$ cat src/rtl/ext_pkg.sv
// Extension-mode encodings and helpers shared by the operand extender.
package ext_pkg;

  localparam logic [2:0] EXT_ZERO   = 3'b000;
  localparam logic [2:0] EXT_SIGN   = 3'b001;
  localparam logic [2:0] EXT_LUI    = 3'b010;
  localparam logic [2:0] EXT_BOFS   = 3'b011;
  localparam logic [2:0] EXT_SEXT_B = 3'b100;
  localparam logic [2:0] EXT_ZEXT_B = 3'b101;

  function automatic logic ext_is_reserved(input logic [2:0] op);
    return (op == 3'b110) || (op == 3'b111);
  endfunction

endpackage

$ cat src/rtl/ext_comb.sv
// Combinational extender: widens an IN_W-bit field to OUT_W bits under a 3-bit mode.
module ext_comb
  import ext_pkg::*;
#(
  parameter int IN_W  = 16,
  parameter int OUT_W = 32
) (
  input  logic [IN_W-1:0]  imm,
  input  logic [2:0]       op,
  output logic [OUT_W-1:0] data,
  output logic             err
);

  logic signed [IN_W-1:0]  immS;
  logic signed [7:0]       byteS;
  logic signed [OUT_W-1:0] sextFull;
  logic signed [OUT_W-1:0] sextByte;

  assign immS     = imm;
  assign byteS    = imm[7:0];
  assign sextFull = immS;
  assign sextByte = byteS;

  always_comb begin
    data = '0;
    err  = ext_is_reserved(op);
    case (op)
      EXT_ZERO:   data = {{(OUT_W-IN_W){1'b0}}, imm};
      EXT_SIGN:   data = sextFull;
      EXT_LUI:    data = {imm, {(OUT_W-IN_W){1'b0}}};
      EXT_BOFS:   data = sextFull <<< 2;
      EXT_SEXT_B: data = sextByte;
      EXT_ZEXT_B: data = {{(OUT_W-8){1'b0}}, imm[7:0]};
      default:    data = '0;
    endcase
  end

endmodule

$ cat src/rtl/ext_pipe.sv
// Registered operand extender with valid/ready on both sides and a one-entry skid
// behind the output register, so in_ready never depends combinationally on out_ready.
module ext_pipe
  import ext_pkg::*;
#(
  parameter int IN_W  = 16,
  parameter int OUT_W = 32,
  parameter int TAG_W = 5
) (
  input  logic             clk,
  input  logic             reset,
  input  logic             flush,
  input  logic             in_valid,
  output logic             in_ready,
  input  logic [IN_W-1:0]  in_imm,
  input  logic [2:0]       in_op,
  input  logic [TAG_W-1:0] in_tag,
  output logic             out_valid,
  input  logic             out_ready,
  output logic [OUT_W-1:0] out_data,
  output logic [TAG_W-1:0] out_tag,
  output logic             out_err
);

  // Stage p0: combinational extension of the incoming field
  logic [OUT_W-1:0] extData_p0;
  logic             extErr_p0;

  ext_comb #(
    .IN_W (IN_W),
    .OUT_W(OUT_W)
  ) uExt (
    .imm (in_imm),
    .op  (in_op),
    .data(extData_p0),
    .err (extErr_p0)
  );

  // Stage p1: main output register plus skid register
  logic             mainVld_p1;
  logic [OUT_W-1:0] mainData_p1;
  logic [TAG_W-1:0] mainTag_p1;
  logic             mainErr_p1;
  logic             skidVld_p1;
  logic [OUT_W-1:0] skidData_p1;
  logic [TAG_W-1:0] skidTag_p1;
  logic             skidErr_p1;

  logic accept;
  logic drain;
  logic mainFree;
  logic mainLoad;
  logic skidLoad;
  logic mainVldNext;
  logic skidVldNext;

  assign in_ready = !skidVld_p1 && !reset;

  always_comb begin
    accept      = in_valid && in_ready && !flush;
    drain       = mainVld_p1 && out_ready;
    mainFree    = !mainVld_p1 || drain;
    mainLoad    = mainFree && (skidVld_p1 || accept) && !flush;
    skidLoad    = accept && !mainFree;
    mainVldNext = mainVld_p1;
    skidVldNext = skidVld_p1;
    if (mainFree) begin
      mainVldNext = skidVld_p1 || accept;
    end
    if (skidVld_p1) begin
      skidVldNext = !mainFree;
    end else begin
      skidVldNext = skidLoad;
    end
    if (flush) begin
      mainVldNext = 1'b0;
      skidVldNext = 1'b0;
    end
  end

  always_ff @(posedge clk) begin
    if (reset) begin
      mainVld_p1 <= 1'b0;
      skidVld_p1 <= 1'b0;
    end else begin
      mainVld_p1 <= mainVldNext;
      skidVld_p1 <= skidVldNext;
    end
  end

  // The visible result must read as zero after reset, so the main payload is cleared too
  always_ff @(posedge clk) begin
    if (reset) begin
      mainData_p1 <= '0;
      mainTag_p1  <= '0;
      mainErr_p1  <= 1'b0;
    end else if (mainLoad) begin
      if (skidVld_p1) begin
        mainData_p1 <= skidData_p1;
        mainTag_p1  <= skidTag_p1;
        mainErr_p1  <= skidErr_p1;
      end else begin
        mainData_p1 <= extData_p0;
        mainTag_p1  <= in_tag;
        mainErr_p1  <= extErr_p0;
      end
    end
  end

  always_ff @(posedge clk) begin
    if (skidLoad) begin
      skidData_p1 <= extData_p0;
      skidTag_p1  <= in_tag;
      skidErr_p1  <= extErr_p0;
    end
  end

  assign out_valid = mainVld_p1;
  assign out_data  = mainData_p1;
  assign out_tag   = mainTag_p1;
  assign out_err   = mainErr_p1;

endmodule

$ cat config.mk
export PLATFORM = sky130hd
export DESIGN_NAME = ext_pipe
export DESIGN_NICKNAME = d
export VERILOG_FILES = /design/src/rtl/ext_pkg.sv /design/src/rtl/ext_comb.sv /design/src/rtl/ext_pipe.sv
export SDC_FILE = /design/constraint.sdc
export NUM_CORES = 1
export LEC_CHECK = 0
export CAP_MARGIN = 20
export CORE_MARGIN = 10
export CORE_UTILIZATION = 30
export CTS_CLUSTER_SIZE = 12
export DETAILED_ROUTE_END_ITERATION = 8
export GPL_ROUTABILITY_DRIVEN = 0
export HOLD_SLACK_MARGIN = 0.06
export PLACE_DENSITY = 0.54
export SLEW_MARGIN = 5
export SYNTH_ARGS = -nofsm -noshare
export SYNTH_HDL_FRONTEND = slang
export SYNTH_SLANG_ARGS = --single-unit
$ cat constraint.sdc
create_clock -name clk -period 5.6 [get_ports clk]
set_input_delay 1.12 -clock clk [delete_from_list [all_inputs] [get_ports clk]]
set_output_delay 1.12 -clock clk [all_outputs]
set_load 0.005 [all_outputs]
# Word level (Yosys, flattened, before mapping)
# Cells that the tools add are included.
classes:
  addsub: 0
  mul: 0
  div: 0
  n_lt_le_gt_ge: 0
  eq_ne: 7
  shifts: 0
  muxes: 5
  bitwise_logic: 0
  reduce_logical: 17
op_table:
  columns: ["op", "n"]
  rows:
  - ["case mux 32 bit (6 select lines)", 1]
  - ["2-to-1 mux 32 bit", 1]
  - ["equality test 3 bit (second input constant)", 4]
  - ["logical AND 1 bit", 7]
  - ["equality test 3 x 2 -> 1 bit (second input constant)", 2]
  - ["logical NOT 1 bit", 5]
  - ["2-to-1 mux 5 bit", 1]
  - ["equality test 3 x 1 -> 1 bit (second input constant)", 1]
  - ["logical NOT 3 bit", 1]
  - ["logical OR 1 bit", 3]
  - ["2-to-1 mux 1 bit", 2]
  - ["OR reduction 2 bit", 1]
totals:
  reg_bits: 78
  latchBits: 0
  ramBits: 0
  romBits: 0
  in_bits: 29
  out_inout_bits: 40
  word_cells: 37
  mem_count: 0

# Logic depth before layout (Yosys ltp)
logic_depth:
  ltp_word: 7
  ltp_mapped: 6
  mapped_depth_nobuf: 4

# Modules after synthesis
# A second synthesis with hierarchy kept.
unflattened:
  hier_cells: 333
  hier_area_um2: 3912.5
modules_own_cells:
  columns: ["module", "n_inst", "cells_per_inst", "area_each_um2", "seq_area_each_um2"]
  rows:
  - ["ext_pipe", 1, 258, 3380.7, 1941.9]
  - ["ext_comb", 1, 75, 531.8, 0.0]

# Worst setup path before layout
# Ideal clock, no wire load.
synth_timing:
  path_kind: "in2reg"
  start: "input port out_ready"
  end: "register skidData_p1[0], enable pin"
  setup_time_ps: 542
  arrival_time_ps: 5317
  required_ps: 5058
  slack_ps: -259
  cell_stages: 2
  path_buffers: 0
  path_cell_list: "nand2b_1 -> nor4b_1"
synth_via:
  elab_chain_len: 4
synth_rtl:
  columns: ["element", "line", "source"]
  rows:
  - ["start, declared", "ext_pipe.sv:19", "input logic out_ready,"]
  - ["logical AND 1 bit", "ext_pipe.sv:61", "drain = mainVld_p1 && out_ready;"]
  - ["logical OR 1 bit", "ext_pipe.sv:62", "mainFree = !mainVld_p1 || drain;"]
  - ["logical NOT 1 bit", "ext_pipe.sv:64", "skidLoad = accept && !mainFree;"]
  - ["logical AND 1 bit", "ext_pipe.sv:64", null]
  - ["named net skidLoad", "ext_pipe.sv:53", "logic skidLoad;"]
  - ["end signal, assigned", "ext_pipe.sv:112", "skidData_p1 <= extData_p0;"]
  - ["end, declared", "ext_pipe.sv:45", "logic [OUT_W-1:0] skidData_p1;"]
# The timed path passes the listed nets, and every way through them passes these cells.
# A chain may end at the register's enable or synchronous reset.

# Final worst setup path
layout_timing:
  start: "input port reset"
  end: "output port in_ready"
layout_via:
  elab_chain_len: 2
layout_rtl:
  columns: ["element", "line", "source"]
  rows:
  - ["start, declared", "ext_pipe.sv:11", "input logic reset,"]
  - ["logical NOT 1 bit", "ext_pipe.sv:57", "assign in_ready = !skidVld_p1 && !reset;"]
  - ["logical AND 1 bit", "ext_pipe.sv:57", null]
  - ["end, declared", "ext_pipe.sv:14", "output logic in_ready,"]
# Every way passes these cells.

==> impl_metrics.json <==
{
  "status": "finished clean",
  "postCtsSetupBuffers": 0,
  "avgSynthCellArea_sq_um": 11.2,
  "path_delay_family": "buffers and inverters",
  "critical_path.max_fanout": 9,
  "drc": 0,
  "clkLatencyLatePin_ns": 0.33,
  "timing.fmax_mhz": 275,
  "ys_seq_elements": 78,
  "root_buffer": "clkbuf_16",
  "detail_route.iter0.violations": 175,
  "finalCritPeriodShare_pct": 65.0,
  "rsz0062_at_grt": "no",
  "synth_area_sq_um": 3510,
  "synth_ff_type": "dfxtp_1",
  "skew_ns": 0.00595,
  "wire_per_inst_um": 18.5,
  "fin_crit_ns": 3.64,
  "routed_via_density": 5.14,
  "synth.most_common_cell": "dfxtp_1",
  "grt_pass1_wl_mm": 15.3,
  "ys_types": 41,
  "via_count": 2656,
  "placedCellCount": 501,
  "cp_num_buf_inv": 2,
  "drv_cap": 0,
  "drive_above_1_share_pct": 7.75,
  "fin_cells": 517,
  "critPathArrivalTime_ns": 2.52,
  "antenna_found_initial": 1,
  "worst-setup-path-type": "in2out",
  "grt-ovfl-total": 0,
  "synthTopCellsByCount": "dfxtp_1, edfxtp_1, nand3b_1",
  "synth_fp_nets": 342,
  "nets": 398,
  "core-area_sq_um": 11500,
  "hold_viol_final": 0,
  "worstMarginPinSlew_ns": 0.911,
  "cts_buffer_depth": 2,
  "critPathLaunchType": "primary input",
  "hold_class": "reg2reg",
  "dieArea_sq_um": 16400,
  "numCtsBuffers": 9,
  "maxSlewViolCount": 0,
  "cts_hold_buf": 0,
  "cp_common_cell": "clkdlybuf4s50_1",
  "grt_max_degree": 62,
  "die_h_um": 128,
  "tns_ns": 0,
  "drt_wl_total_mm": 9.54,
  "fill_cells": 1114,
  "synthCells": 313,
  "cts_tree": "yes",
  "start_util_pct": 30.6,
  "synth.area.top_cells": "edfxtp_1, dfxtp_1, nand3b_1, mux2i_1, o211ai_1",
  "ir_worst_vdd_mv": 0.193,
  "async_reset_ff_share_pct": 0,
  "p_leak_nw": 1.55,
  "worst_hold_slack_ns": 0.454,
  "synth.top_cell.area_share_pct": 32.5,
  "boundaryPins": 69,
  "cts_max_level": 3,
  "antenna_cells": 0,
  "detail-route-antenna-nets": 0,
  "slew_headroom_pct": 39.0,
  "num_rows": 39,
  "die_w_um": 128,
  "portBuffers": 68,
  "crit_chain": "clkdlybuf4s50_1 -> nor2_2 -> clkdlybuf4s50_1",
  "cp_slowest_cell": "clkdlybuf4s50_1",
  "synth_area_leader_cell": "edfxtp_1",
  "drtPass1Iterations": 7,
  "clk_pin_slew_ns": 0.06,
  "cts_sinks": 78,
  "grt_use_total_pct": 11.6,
  "setup-violations-final": 0,
  "max_stage_delay_ns": 0.59,
  "first_global_vias": 2721,
  "cp-end-kind": "output port",
  "yosys_warnings": 0,
  "hpwl_mm": 6.21,
  "synth-edff-count": 38,
  "p_per_area_nw_per_um2": 295,
  "ctsResizeCount": 0,
  "required_ns": 4.48,
  "area_growth_syn_to_layout_pct": 31.3,
  "synth_seq_area_share_pct": 55.3
}
## per-layer routing
layer,wire length [um],global-route usage [%]
met4,250,6.16
met2,4270,17.1
met3,654,3.06
met1,4350,15.1
met5,13,0
## final timing paths
| kind | slack [ns] | from | cells after the start | end |
|---|---|---|---|---|
| setup / recovery | 1.96 | reset | 3 | in_ready |
| hold / removal | 0.45 | out_data[31] | 2 | out_data[31] |
| setup reg to reg | 3.38 | skidVld_p1 | 5 | out_data[9] |
| hold reg to reg | 0.45 | out_data[31] | 2 | out_data[31] |
## cells in the final DEF, fill, tap and decap left out, types with 2 or more instances in the layout
master	n
mux2i_1	13
clkdlybuf4s50_1	68
nand2_1	4
dfxtp_1	39
a21oi_1	16
bufinv_16	2
a211oi_1	15
nand3b_1	21
nor2b_1	6
a221oi_1	6
clkinvlp_4	2
a31o_2	3
nor3b_1	7
buf_4	4
nor2_1	18
edfxtp_1	38
a22o_1	6
o211ai_1	17
nand4b_1	13
clkbuf_16	9
nor3_1	5
a31o_1	4
inv_1	16
clkinv_2	2
a221o_1	7
nand2b_1	14
## state kept, by name, indices dropped and copies added (netlist names)
name and count:
out_data 32, out_err 1, out_tag 5, out_valid 1
skidData_p1 32, skidErr_p1 1, skidTag_p1 5, skidVld_p1 1
## where the power goes
part           switching (mW)  leakage, nW  total (mW)  internal (mW)
sequential            0.00556        0.678       0.616          0.610
clock                   0.230        0.149       0.617          0.387
combinational          0.0646        0.720       0.129         0.0645
## cell type report
| class | count | area, sq um | share of cell area, % |
|---|---|---|---|
| timing repair buffer | 73 | 731 | 15.8 |
| multi-input combinational | 191 | 1390 | 30.0 |
| sequential | 78 | 1940 | 42.1 |
| inverter | 16 | 60.1 | 1.30 |
| tap | 143 | 179 | 3.88 |
| clock inverter | 7 | 88.8 | 1.93 |
| clock buffer | 9 | 225 | 4.88 |
## kinds of logic (layout without fill, tap and decap cells)
group | after synthesis | in the layout | share of synthesized area, %
simple gates | 97 | 97 | 17.9
compound gates | 80 | 80 | 17.1
flops | 78 | 78 | 55.3
buf+inv | 44 | 105 | 5.73
mux | 13 | 13 | 3.70
xor+xnor | 1 | 1 | 0.249
## worst min-delay path: cells and delay by family (launching register included)
kind            cells  cell delay (ns)
flops               1             0.31
simple gates        1             0.05
compound gates      1             0.05
## per-stage QoR
step	setup WS [ns]	utilization (%)	power (mW)	cell area (sq um)
6_report	1.96	40.2	1.36	4610
3_3_place_gp	1.93	37.5	0.757	4300
4_1_cts	1.91	40.2	1.38	4610
3_5_place_dp	1.92	37.5	0.758	4300
5_1_grt	1.87	40.2	1.41	4610
2_1_floorplan	1.65	-	0.693	3520
Power figures use the tool's default switching activity.
